==> config.mk <==
export PLATFORM = sky130hd
export DESIGN_NAME = vscale_mem_arbiter
export DESIGN_NICKNAME = d
export VERILOG_FILES = /design/src/rtl/vscale_mem_arbiter.sv
export SDC_FILE = /design/constraint.sdc
export NUM_CORES = 1
export LEC_CHECK = 0
export CAP_MARGIN = 20
export CORE_AREA = 2 2 106 108
export CTS_CLUSTER_DIAMETER = 50
export DETAILED_ROUTE_END_ITERATION = 6
export DIE_AREA = 0 0 108 110
export SLEW_MARGIN = 5
export SYNTH_ARGS = -nofsm -noshare
export SYNTH_HDL_FRONTEND = slang
export SYNTH_SLANG_ARGS = --single-unit
export TNS_END_PERCENT = 30
==> constraint.sdc <==
create_clock -name clk_i -period 1.3 [get_ports clk_i]
set_clock_uncertainty 0.05 [all_clocks]
set_input_delay 0.195 -clock clk_i [delete_from_list [all_inputs] [get_ports clk_i]]
set_output_delay 0.195 -clock clk_i [all_outputs]
set_load 0.03 [all_outputs]
==> src/rtl/vscale_mem_arbiter.sv <==
// vscale_mem_arbiter: shares one single-outstanding backend memory port
// between the instruction-fetch and data ports of the pipeline. A small FSM
// remembers who owns the outstanding access so that the response is steered
// back to the right port. A streak counter limits back-to-back data grants so
// fetch cannot be starved by a long run of loads/stores.
//
// state  | meaning
// -------+----------------------------------------------
// IDLE   | no request outstanding
// BUSY_I | fetch access outstanding, response goes to imem
// BUSY_D | data access outstanding, response goes to dmem
module vscale_mem_arbiter #(
    parameter int XPR_LEN        = 32,
    parameter int MEM_TYPE_WIDTH = 3,
    parameter int D_STREAK_MAX   = 4,
    parameter int CNT_W          = 3,
    // size code forwarded with fetches (full word)
    parameter logic [MEM_TYPE_WIDTH-1:0] IMEM_SIZE = 2
) (
    input  logic                      clk_i,
    input  logic                      reset_i,
    input  logic [XPR_LEN-1:0]        imem_addr_i,
    output logic                      imem_wait_o,
    output logic [XPR_LEN-1:0]        imem_rdata_o,
    output logic                      imem_badmem_e_o,
    input  logic                      dmem_en_i,
    input  logic                      dmem_wen_i,
    input  logic [MEM_TYPE_WIDTH-1:0] dmem_size_i,
    input  logic [XPR_LEN-1:0]        dmem_addr_i,
    input  logic [XPR_LEN-1:0]        dmem_wdata_delayed_i,
    output logic                      dmem_wait_o,
    output logic [XPR_LEN-1:0]        dmem_rdata_o,
    output logic                      dmem_badmem_e_o,
    output logic                      mem_req_valid_o,
    input  logic                      mem_req_ready_i,
    output logic                      mem_req_wen_o,
    output logic [MEM_TYPE_WIDTH-1:0] mem_req_size_o,
    output logic [XPR_LEN-1:0]        mem_req_addr_o,
    output logic [XPR_LEN-1:0]        mem_wdata_o,
    input  logic                      mem_resp_valid_i,
    input  logic [XPR_LEN-1:0]        mem_rdata_i,
    input  logic                      mem_badmem_e_i
);

    typedef enum logic [1:0] {
        IDLE   = 2'd0,
        BUSY_I = 2'd1,
        BUSY_D = 2'd2
    } state_e;

    localparam logic [CNT_W-1:0] STREAK_MAX = CNT_W'(D_STREAK_MAX);

    state_e           state_q, state_d;
    logic [CNT_W-1:0] streak_q, streak_d;
    logic             d_retry_q, d_retry_d;

    logic can_issue;
    logic grant_d;
    logic accept;
    logic resp_i;
    logic resp_d;

    // State, streak and retry registers with synchronous reset
    always_ff @(posedge clk_i) begin
        if (reset_i) begin
            state_q   <= IDLE;
            streak_q  <= '0;
            d_retry_q <= 1'b0;
        end else begin
            state_q   <= state_d;
            streak_q  <= streak_d;
            d_retry_q <= d_retry_d;
        end
    end

    // Arbitration, next-state, streak and retry logic
    always_comb begin
        // a response frees the port in the same cycle, so a new issue can overlap it
        can_issue = !reset_i && (state_q == IDLE || mem_resp_valid_i);
        grant_d   = dmem_en_i && (streak_q < STREAK_MAX);
        accept    = can_issue && mem_req_ready_i;

        state_d   = state_q;
        streak_d  = streak_q;
        d_retry_d = 1'b0;

        if (accept) begin
            state_d = grant_d ? BUSY_D : BUSY_I;
        end else if (mem_resp_valid_i) begin
            state_d = IDLE;
        end

        if (accept) begin
            if (grant_d) begin
                if (streak_q != STREAK_MAX) begin
                    streak_d = streak_q + 1'b1;
                end
            end else begin
                streak_d = '0;
            end
        end

        // data request that was not taken this cycle keeps the core stalled
        d_retry_d = dmem_en_i && !(accept && grant_d);
    end

    // Response steering and request mux
    always_comb begin
        resp_i = (state_q == BUSY_I) && mem_resp_valid_i;
        resp_d = (state_q == BUSY_D) && mem_resp_valid_i;

        mem_req_valid_o = can_issue;
        mem_req_wen_o   = grant_d ? dmem_wen_i  : 1'b0;
        mem_req_size_o  = grant_d ? dmem_size_i : IMEM_SIZE;
        mem_req_addr_o  = grant_d ? dmem_addr_i : imem_addr_i;
        mem_wdata_o     = dmem_wdata_delayed_i;

        imem_wait_o     = reset_i || !resp_i;
        dmem_wait_o     = !reset_i &&
                          (((state_q == BUSY_D) && !mem_resp_valid_i) || d_retry_q);
        imem_rdata_o    = mem_rdata_i;
        dmem_rdata_o    = mem_rdata_i;
        imem_badmem_e_o = !reset_i && resp_i && mem_badmem_e_i;
        dmem_badmem_e_o = !reset_i && resp_d && mem_badmem_e_i;
    end

endmodule
==> out/qor.yml <==
placed_design:
  io_buffers: 114
  dp_slack_ns: -0.969
  placed_cell_area_sq_um: 2130
  place_hpwl_um: 3450
  globalplace.congestion: 0.668
  place_inst: 338
sta:
  fin_crit_ns: 1.79
  whs_ns: 0.326
  relSlewSlack: 0.855
  setup_viol: 39
  fmax_ghz: 0.558
  fin_tns_setup_ns: -15.28
  worst_slack_ns: -0.493
  grt_setup_unrepaired: "true"
  slew_violations: 0
  tightest_slew_ns: 0.216
  post-route-period-util: 1.38
  finalHoldViolCount: 0
detailed_routing:
  wirelength_um: 4210
  drt_pre_antenna_iters: 3
  avgViaCountPerCell: 3.33
  avgRoutedWirePerCell_um: 12.0
  num_vias: 1164
  drt_iter0_markers: 35
  ant_nets: 0
  drc: 0
worst_setup_path:
  crit_type: "reg -> out"
  start_kind: "flip-flop"
  regToRegSetupSlack_ns: -0.11
  crit-reg2reg-launch: "streak_q[2]"
  slowest_stage: "dfxtp_2"
  arrival_ns: 1.55
  slowest_delay_ns: 0.33
  critical_path.top_delay_family: "buffers and inverters"
  r2r-end: "streak_q[1]"
  cp-end-kind: "primary output"
  path_cells: "nor2b_4, buf_12, buf_12, buf_12, mux2_4, buf_6"
  crit_path_frequent_cell: "buf_12"
  cp.required_ns: 1.05
  worst-path-buf-inv: 4
  rr_worst_depth: 7
  cp_max_fo: 8
synth:
  yosys.area.top_type_share: 0.492
  synthTopCellsByArea: "buf_4, mux2_2, dfxtp_1"
  ys.warnings.count: 0
  synth_edf_count: 0
  synth_ff_type: "dfxtp_1"
  synth.ff_latch_count: 6
  synthCells: 172
  synthDistinctLibCells: 25
  synth.most_common_cell: "buf_4"
  synth_nets: 312
  syn_area_sq_um: 1500
  ys_seq_area_frac: 0.0803
  synth_top_cell_by_area: "buf_4"
  postSynthAreaPerCell_sq_um: 8.69
  yosys-top-cells-count: "buf_4, mux2_2, dfxtp_1"
  synthArstFlopShare: 0
power_and_ir_drop:
  power_density_nw_per_um2: 557
  ir_drop_v: 0.000227
  p_int_mw: 0.912
  seqPwrFrac: 0.149
  power.clock.fraction: 0.201
  p_switching_mw: 0.439
  swShare: 0.325
  p_leak_nw: 1.04
  power_mw: 1.35
  comb_power_share: 0.650
layout:
  final_design_area_no_fill_sq_um: 2430
  drive_gt1_frac: 0.533
  final_core_util: 0.227
  diodes: 0
  fin_cells: 350
  nNetsFinal: 352
  areaGrowthSynthToFinish_pct: 62.3
clocking:
  htree_levels: 1
  cts-root-buf: "clkbuf_8"
  cts_buffers: 3
  clockBufferDepth: 2
  ctsHoldBuffers: 0
  path_clk_slew_ns: 0.03
  cts_tree: "done"
  clock_latency_ns: 0.22
  cts_sinks: 6
floorplan:
  die_h_um: 110
  die_w_um: 108
  core-area_sq_um: 10700
  die_area_sq_um: 11900
  rows: 38
  io_pins: 275
  initial_utilization: 0.140
outcome:
  violations: "negative setup slack"
  status: "finished, violations left"
grt:
  antenna_found_initial: 0
  grtUsageTotal: 0.0652
  grt_max_degree: 10
  grt_pass1_vias: 1189
  grt-ovfl-total: 0
  grt_pass1_wl_um: 5920
worst_hold_path:
  min_path_cells: 2
  hp-class: "in -> reg"
  min_from: "mem_resp_valid_i"
  min_to: "state_q[0]"
flow_run:
  max-cap-violations: 0
==> what timing repair did <==
item | 4_1_cts | 5_1_grt
buffers inserted | 7 | 1
gates cloned | 2 | 0
gates resized for setup | 160 | 23
endpoints found under the setup margin | 45 | 44
pin swaps | 1 | 0
==> routing by layer <==
layer,track usage,part of all wire,vias up
met3,0.0235,0.12,19
met4,0.0284,0.014,0
met2,0.113,0.50,81
li1,-,-,543
met5,0,0,-
met1,0.0723,0.37,521
==> placed cells by master (no fill, tap or decap), drive strengths merged, types with 3 or more instances in the layout <==
master | Yosys | final
clkbuf | 0 | 3
nor2b | 3 | 3
clkdlybuf4s50 | 0 | 70
dfxtp | 6 | 6
mux2 | 32 | 32
buf | 100 | 53
and2 | 4 | 4
inv | 5 | 5
clkdlybuf4s15 | 0 | 9
==> flip-flops by register name, summed over array words and instances, names as in the netlist <==
name / flops
state_q: 2
d_retry_q: 1
streak_q: 3
==> how the worst max path moves through the flow <==
| stage | from | to | slack, ns | cells after the start |
|---|---|---|---|---|
| after floorplan | state_q[1] | dmem_wait_o | -0.09 | 3 |
| after global placement | dmem_en_i | mem_req_addr_o[11] | -0.94 | 5 |
| after detailed placement | dmem_en_i | mem_req_addr_o[1] | -0.97 | 5 |
| after CTS | streak_q[2] | mem_req_addr_o[19] | -0.51 | 6 |
| after global routing | streak_q[2] | mem_req_addr_o[19] | -0.54 | 6 |
| final | streak_q[2] | mem_req_addr_o[19] | -0.49 | 6 |
==> power by group through the flow <==
stage,registers (mW),clock network (mW),logic (mW)
floorplan,0.201,0,0.906
global placement,0.203,0,0.782
detailed placement,0.203,0,0.784
CTS,0.201,0.279,0.870
global route,0.202,0.294,0.924
finish,0.201,0.272,0.878
==> logic make-up (layout without fill, tap and decap cells) <==
| family | after synthesis | after routing | synth area share |
|---|---|---|---|
| mux | 33 | 33 | 0.258 |
| fa+ha+maj | 2 | 2 | 0.0167 |
| compound gates | 8 | 8 | 0.0435 |
| buf+inv | 105 | 143 | 0.520 |
| simple gates | 18 | 18 | 0.0820 |
| flops | 6 | 6 | 0.0803 |
==> final cells by class <==
type	count	area (sq um)
sequential	6	123
fill	1178	8270
inverter	5	18.8
multi-input combinational	61	673
clock buffer	3	41.3
timing repair buffer	135	1400
tap	140	175
(Power assumes the default switching activity.)
